**src/rtl/kronos_xif_dispatcher.sv**
```systemverilog
// XIF front-end for KRONOS: claims custom-0 instructions, parks them per engine slot
// until commit/kill, dispatches to the engine and returns results through a FIFO.
module kronos_xif_dispatcher #(
    parameter int unsigned NUM_UNITS      = 2,
    parameter int unsigned X_ID_WIDTH     = 4,
    parameter int unsigned XLEN           = 32,
    parameter int unsigned RES_FIFO_DEPTH = 4,
    parameter logic [6:0]  KRONOS_OPCODE  = 7'h0B
) (
    input  logic                      clk_i,
    input  logic                      rst_ni,
    input  logic                      issue_valid_i,
    output logic                      issue_ready_o,
    input  logic [31:0]               issue_instr_i,
    input  logic [X_ID_WIDTH-1:0]     issue_id_i,
    input  logic [XLEN-1:0]           issue_rs1_i,
    input  logic [XLEN-1:0]           issue_rs2_i,
    output logic                      issue_accept_o,
    output logic                      issue_writeback_o,
    input  logic                      commit_valid_i,
    input  logic [X_ID_WIDTH-1:0]     commit_id_i,
    input  logic                      commit_kill_i,
    output logic [NUM_UNITS-1:0]      unit_req_valid_o,
    input  logic [NUM_UNITS-1:0]      unit_req_ready_i,
    output logic [NUM_UNITS*32-1:0]   unit_req_instr_o,
    output logic [NUM_UNITS*XLEN-1:0] unit_req_rs1_o,
    output logic [NUM_UNITS*XLEN-1:0] unit_req_rs2_o,
    input  logic [NUM_UNITS-1:0]      unit_rsp_valid_i,
    output logic [NUM_UNITS-1:0]      unit_rsp_ready_o,
    input  logic [NUM_UNITS*XLEN-1:0] unit_rsp_data_i,
    output logic                      result_valid_o,
    input  logic                      result_ready_i,
    output logic [X_ID_WIDTH-1:0]     result_id_o,
    output logic [4:0]                result_rd_o,
    output logic [XLEN-1:0]           result_data_o,
    output logic                      result_we_o,
    output logic                      busy_o
);

    localparam int unsigned UW = (NUM_UNITS > 1) ? $clog2(NUM_UNITS) : 1;
    localparam int unsigned FW = $clog2(RES_FIFO_DEPTH);
    localparam int unsigned CW = $clog2(RES_FIFO_DEPTH + 1);

    typedef enum logic [1:0] {S_IDLE, S_WAIT_COMMIT, S_DISPATCH, S_RUN} slot_state_e;

    slot_state_e           r_state     [NUM_UNITS];
    slot_state_e           w_state_nxt [NUM_UNITS];
    logic [X_ID_WIDTH-1:0] r_id        [NUM_UNITS];
    logic [31:0]           r_instr     [NUM_UNITS];
    logic [XLEN-1:0]       r_rs1       [NUM_UNITS];
    logic [XLEN-1:0]       r_rs2       [NUM_UNITS];
    logic [4:0]            r_rd        [NUM_UNITS];
    logic [UW-1:0]         r_rr;

    logic [X_ID_WIDTH-1:0] r_fifo_id   [RES_FIFO_DEPTH];
    logic [4:0]            r_fifo_rd   [RES_FIFO_DEPTH];
    logic [XLEN-1:0]       r_fifo_data [RES_FIFO_DEPTH];
    logic [FW-1:0]         r_wptr, r_rptr;
    logic [CW-1:0]         r_count;

    logic                  w_match, w_issue_fire, w_commit_new;
    logic                  w_grant_found, w_rsp_found;
    logic [UW-1:0]         w_grant_idx, w_scan_idx;
    logic [NUM_UNITS-1:0]  w_idle, w_run, w_rsp_ready, w_rsp_fire;
    logic                  w_full, w_push, w_pop;
    logic [X_ID_WIDTH-1:0] w_push_id;
    logic [4:0]            w_push_rd;
    logic [XLEN-1:0]       w_push_data;

    always_comb begin
        for (int unsigned i = 0; i < NUM_UNITS; i++) begin
            w_idle[i] = (r_state[i] == S_IDLE);
            w_run[i]  = (r_state[i] == S_RUN);
        end
    end

    assign w_match           = (issue_instr_i[6:0] == KRONOS_OPCODE);
    assign issue_ready_o     = w_match ? (|w_idle) : 1'b1;
    assign issue_accept_o    = w_match;
    assign issue_writeback_o = w_match;
    assign w_issue_fire      = issue_valid_i && w_match && (|w_idle);
    assign w_commit_new      = commit_valid_i && (commit_id_i == issue_id_i);

    // Round-robin slot grant: first IDLE slot scanning upward from r_rr with wrap.
    always_comb begin
        w_grant_found = 1'b0;
        w_grant_idx   = '0;
        w_scan_idx    = '0;
        for (int unsigned k = 0; k < NUM_UNITS; k++) begin
            w_scan_idx = UW'((32'(r_rr) + k) % NUM_UNITS);
            if (!w_grant_found && w_idle[w_scan_idx]) begin
                w_grant_found = 1'b1;
                w_grant_idx   = w_scan_idx;
            end
        end
    end

    always_comb begin
        w_rsp_found = 1'b0;
        w_rsp_ready = '0;
        for (int unsigned i = 0; i < NUM_UNITS; i++) begin
            if (!w_rsp_found && w_run[i] && unit_rsp_valid_i[i]) begin
                w_rsp_found    = 1'b1;
                w_rsp_ready[i] = !w_full;
            end
        end
    end

    assign w_rsp_fire       = w_rsp_ready & unit_rsp_valid_i;
    assign w_push           = |w_rsp_fire;
    assign unit_rsp_ready_o = w_rsp_ready;

    always_comb begin
        w_push_id   = '0;
        w_push_rd   = '0;
        w_push_data = '0;
        for (int unsigned i = 0; i < NUM_UNITS; i++) begin
            if (w_rsp_fire[i]) begin
                w_push_id   = r_id[i];
                w_push_rd   = r_rd[i];
                w_push_data = unit_rsp_data_i[i*XLEN +: XLEN];
            end
        end
    end

    always_comb begin
        for (int unsigned i = 0; i < NUM_UNITS; i++) begin
            w_state_nxt[i] = r_state[i];
            case (r_state[i])
                S_IDLE: begin
                    // A commit arriving alongside its own issue resolves the new slot at once.
                    if (w_issue_fire && (w_grant_idx == UW'(i))) begin
                        if (w_commit_new) w_state_nxt[i] = commit_kill_i ? S_IDLE : S_DISPATCH;
                        else              w_state_nxt[i] = S_WAIT_COMMIT;
                    end
                end
                S_WAIT_COMMIT: begin
                    if (commit_valid_i && (commit_id_i == r_id[i]))
                        w_state_nxt[i] = commit_kill_i ? S_IDLE : S_DISPATCH;
                end
                S_DISPATCH: if (unit_req_ready_i[i]) w_state_nxt[i] = S_RUN;
                S_RUN:      if (w_rsp_fire[i])       w_state_nxt[i] = S_IDLE;
                default:    w_state_nxt[i] = S_IDLE;
            endcase
        end
    end

    always_ff @(posedge clk_i or negedge rst_ni) begin
        if (!rst_ni) begin
            for (int unsigned i = 0; i < NUM_UNITS; i++) r_state[i] <= S_IDLE;
        end else begin
            for (int unsigned i = 0; i < NUM_UNITS; i++) r_state[i] <= w_state_nxt[i];
        end
    end

    always_ff @(posedge clk_i or negedge rst_ni) begin
        if (!rst_ni) begin
            r_rr <= '0;
            for (int unsigned i = 0; i < NUM_UNITS; i++) begin
                r_id[i]    <= '0;
                r_instr[i] <= '0;
                r_rs1[i]   <= '0;
                r_rs2[i]   <= '0;
                r_rd[i]    <= '0;
            end
        end else if (w_issue_fire) begin
            r_rr <= (w_grant_idx == UW'(NUM_UNITS - 1)) ? '0 : w_grant_idx + 1'b1;
            for (int unsigned i = 0; i < NUM_UNITS; i++) begin
                if (w_grant_idx == UW'(i)) begin
                    r_id[i]    <= issue_id_i;
                    r_instr[i] <= issue_instr_i;
                    r_rs1[i]   <= issue_rs1_i;
                    r_rs2[i]   <= issue_rs2_i;
                    r_rd[i]    <= issue_instr_i[11:7];
                end
            end
        end
    end

    always_comb begin
        for (int unsigned i = 0; i < NUM_UNITS; i++) begin
            unit_req_valid_o[i]                = (r_state[i] == S_DISPATCH);
            unit_req_instr_o[i*32 +: 32]       = r_instr[i];
            unit_req_rs1_o[i*XLEN +: XLEN]     = r_rs1[i];
            unit_req_rs2_o[i*XLEN +: XLEN]     = r_rs2[i];
        end
    end

    assign w_full         = (r_count == CW'(RES_FIFO_DEPTH));
    assign result_valid_o = (r_count != '0);
    assign w_pop          = result_valid_o && result_ready_i;

    always_ff @(posedge clk_i or negedge rst_ni) begin
        if (!rst_ni) begin
            r_wptr  <= '0;
            r_rptr  <= '0;
            r_count <= '0;
            for (int unsigned i = 0; i < RES_FIFO_DEPTH; i++) begin
                r_fifo_id[i]   <= '0;
                r_fifo_rd[i]   <= '0;
                r_fifo_data[i] <= '0;
            end
        end else begin
            if (w_push) begin
                r_fifo_id[r_wptr]   <= w_push_id;
                r_fifo_rd[r_wptr]   <= w_push_rd;
                r_fifo_data[r_wptr] <= w_push_data;
                r_wptr <= (r_wptr == FW'(RES_FIFO_DEPTH - 1)) ? '0 : r_wptr + 1'b1;
            end
            if (w_pop)
                r_rptr <= (r_rptr == FW'(RES_FIFO_DEPTH - 1)) ? '0 : r_rptr + 1'b1;
            r_count <= r_count + CW'(w_push) - CW'(w_pop);
        end
    end

    assign result_id_o   = r_fifo_id[r_rptr];
    assign result_rd_o   = r_fifo_rd[r_rptr];
    assign result_data_o = r_fifo_data[r_rptr];
    assign result_we_o   = (result_rd_o != 5'd0);
    assign busy_o        = (~&w_idle) || result_valid_o;

endmodule
```
**config.mk**
```make
export PLATFORM = sky130hd
export DESIGN_NAME = kronos_xif_dispatcher
export DESIGN_NICKNAME = d
export VERILOG_FILES = /design/src/rtl/kronos_xif_dispatcher.sv
export SDC_FILE = /design/constraint.sdc
export NUM_CORES = 1
export LEC_CHECK = 0
export ABC_CLOCK_PERIOD_IN_PS = 2400
export CAP_MARGIN = 20
export CORE_UTILIZATION = 31
export CTS_CLUSTER_SIZE = 12
export DETAILED_ROUTE_END_ITERATION = 12
export DONT_BUFFER_PORTS = 1
export GPL_TIMING_DRIVEN = 0
export SLEW_MARGIN = 20
export SYNTH_ARGS = -nofsm -noshare
export SYNTH_HDL_FRONTEND = slang
export SYNTH_SLANG_ARGS = --single-unit
```
**constraint.sdc**
```tcl
create_clock -name clk_i -period 2.4 [get_ports clk_i]
set_input_delay 0.48 -clock clk_i [delete_from_list [all_inputs] [get_ports clk_i]]
set_output_delay 0.48 -clock clk_i [all_outputs]
set_load 0.05 [all_outputs]
```
==> results.md <==
* Num rows at between 80 and 90
* GP Congestion at a little over 0.8
* CTS Buf Count at 43
* Reg2reg end: r_count[2]$_DFF_PN0_
* Yosys reg bits at between 300 and 400
* Hold Path Class: in -> async
* RSZ-0062 raised after global routing: true
* Layout cell share with drive strength beyond 1 at 0.354
* WS Path Type: reg -> out
* Reg2reg path depth at 10
* Area share of the largest cell type after synthesis at 0.604
* Number of synthesized flops with an enable pin at 0
* Most common cell in the netlist: dfrtp_1
* Drt initial violations at between 500 and 600
* RR Startpoint: r_count[1]$_DFF_PN0_
* Diode count at 0
* Crit share post-route at 1.16
* Clk pin slew, worst setup/hold paths at about 0.060 ns
* Cell taking the most area after synthesis: dfrtp_1
* Critical path's slowest cell: mux4_2
* Pwr Total at roughly 23 mW
* Failing checks: negative hold slack, negative setup slack
* Worst skew pair latency at about 0.56 ns
* H-tree depth at 2
* Io pins at 421
* CP max stage delay at between 0.6 and 0.7 ns
* Antenna violations before repair at 4
* Worst vdd ir at between 0.0005 and 0.0006 V
* Power per cell area at roughly 1300 nW/um^2
* Clk root buf: clkbuf_16
* Synthesized area per cell at 15.6 um^2
* DIE AREA at between 50000 and 60000 um^2
* Largest net degree at the start of global routing at around 380
* Setup violators final at 38
* Vias per inst at ~5.2
* # DRC at 0
* Dominant synthesized flop cell: dfrtp_1
* Clock skew at approximately 0.023 ns
* Syn nets at 1184
* Clock period minus worst slack at between 2 and 3 ns
* Number of global-route vias before repair at 9992
* Port Buffers at 0
* Overall Global Routing Usage at 0.175
* # hold bufs at CTS at 1
* Routed vias at 9211
* Synth area leaders: dfrtp_1 (60%), mux2_2 (12%), a22o_1 (12%), mux4_2 (5.9%), mux2_4 (1.8%)
* Mapped Cells at around 1000
* Final hold viol count at ~380
* Core footprint at around 49000 um^2
* Max Root-Sink Buffers at 3
* Final WL at approximately 46 mm
* Rel. slew slack at 0.387
* Global-route wire length before repair at approximately 66 mm
* CP max FO at 4
* Die height at approximately 230 um
* Routed len/inst at roughly 26 um
* Hpwl dp at around 31 mm
* CTS sink count at roughly 380
* CTS tree: yes
* CP endpoint: result_we_o
* Fin nets at 1251
* Non-Filler Instances at around 1800
* CP Cell Sequence: buf_6 -> mux4_2 -> nor3_4 -> nand2_4
* Crit path from: r_rptr[0]$_DFFE_PN0P_
* Hold Slack at -0.387 ns
* Actual slew at the worst max-slew pin at around 0.92 ns
* R2r setup slk at 0.14 ns
* Max-slew violation count at 0
* Ys async rst share at 1.00
* Startpoint Class: flip-flop
* Unique masters post-synth at 49
* GRT overflow at 0
* First-pass iteration count of the detailed router at 7
* Syn. warnings at 0
* Crit end category: primary output
* Status: finished with violations
* Die Span X at between 200 and 250 um
* Mapped Area at between 15000 and 20000 um^2
* Fmax at ~0.36 GHz
* Leak at roughly 8.7 nW
* Antenna-violating nets left at 0
* Max-cap viol count at 0
* Seq/Total Area, Yosys at 0.604
* Area grow syn2layout at 17.5%
* WP data arrival at 2.29 ns
* Crit path required time at about 1.9 ns
* Worst setup margin at -0.374 ns
* Placed cell count at roughly 1700
* Post-synth top cells: dfrtp_1 (376), a22o_1 (205), mux2_2 (169)
* Filler instances at about 4700
* Starting Density at 0.316
-- critical path: cells and delay by family (launching register included) --
kind                   cells  cell delay [ns]
flip-flops                 1             0.36
AND/OR/NAND/NOR            2             0.54
multiplexers               1             0.69
buffers and inverters      1             0.14
-- cell families (layout without fill, tap and decap cells) --
| family | count (synthesis) | count (layout) | synth area share |
|---|---|---|---|
| compound gates | 223 | 223 | 0.123 |
| buf+inv | 84 | 178 | 0.0333 |
| fa+ha+maj | 7 | 7 | 0.00611 |
| flops | 376 | 376 | 0.604 |
| simple gates | 64 | 64 | 0.0245 |
| mux | 230 | 230 | 0.200 |
| xor+xnor | 15 | 15 | 0.00844 |
-- power by group --
part           internal (mW)  total (mW)  switching [mW]
clock                   3.90        6.58            2.68
combinational           2.90        7.25            4.34
sequential              7.65        9.12            1.47
-- cell usage in the layout, fill, tap and decap left out, drive strengths merged, types with 8 or more instances in the layout --
master / n
nand2: 16
buf: 79
dfrtp: 376
mux2: 188
a22o: 205
xnor2: 11
nor2: 8
clkinv: 9
mux4: 41
clkbuf: 77
and2: 9
-- how the worst min path moves through the flow --
stage / slack [ns] / startpoint / to / cells after the start
global placement: 0.19 / rst_ni / r_fifo_data[107]$_DFFE_PN0P_ / 0
detailed placement: 0.19 / rst_ni / r_fifo_data[107]$_DFFE_PN0P_ / 0
floorplan: 0.18 / rst_ni / r_count[0]$_DFF_PN0_ / 0
finish: -0.39 / rst_ni / r_fifo_data[107]$_DFFE_PN0P_ / 0
global route: -0.42 / rst_ni / r_fifo_data[75]$_DFFE_PN0P_ / 0
CTS: -0.42 / rst_ni / r_fifo_data[107]$_DFFE_PN0P_ / 0
-- flip-flops by register name, indices dropped and copies added, names as in the netlist --
name and count:
r_id 8, r_count 3, r_wptr 2, r_fifo_id 16, r_rr 1, unit_req_rs1_o 64, r_fifo_rd 20, unit_req_rs2_o 64
unit_req_instr_o 64, r_fifo_data 128, r_state 4, r_rptr 2
-- metrics by stage --
step	area [um^2]	util	setup TNS, ns	setup slack (ns)
final	18300	0.371	-11.05	-0.374
after global placement	16400	0.333	-102.98	-0.610
after global routing	18300	0.371	-13.52	-0.412
after CTS	18100	0.368	-10.03	-0.406
after floorplan	15600	-	0	0.0303
after detailed placement	16400	0.333	-117.10	-0.614
-- area by class of cell --
type / count / area (um^2) / share of cell area
flip-flops and latches: 376 / 9410 / 0.514
multi-input cells: 539 / 5740 / 0.314
clock buffers: 56 / 1180 / 0.0648
well taps: 664 / 831 / 0.0454
plain buffers: 77 / 599 / 0.0328
repair buffers: 24 / 310 / 0.0170
clock inverters: 16 / 198 / 0.0108
inverters: 5 / 18.8 / 0.00103
-- repair_timing --
action / 4_1_cts / 5_1_grt
buffers inserted: 8 / 13
endpoints found under the hold margin: 377 / 376
gates cloned: 1 / 2
endpoints found under the setup margin: 214 / 42
gates resized for setup: 55 / 9
pin swaps: 5 / 6
-- per-layer routing --
layer | wire length, um | track usage
met2 | 22800 | 0.298
met3 | 4790 | 0.0760
met1 | 16600 | 0.192
met4 | 1360 | 0.0619
met5 | 55 | 0
Note: power is estimated with default switching activity, not from simulation.
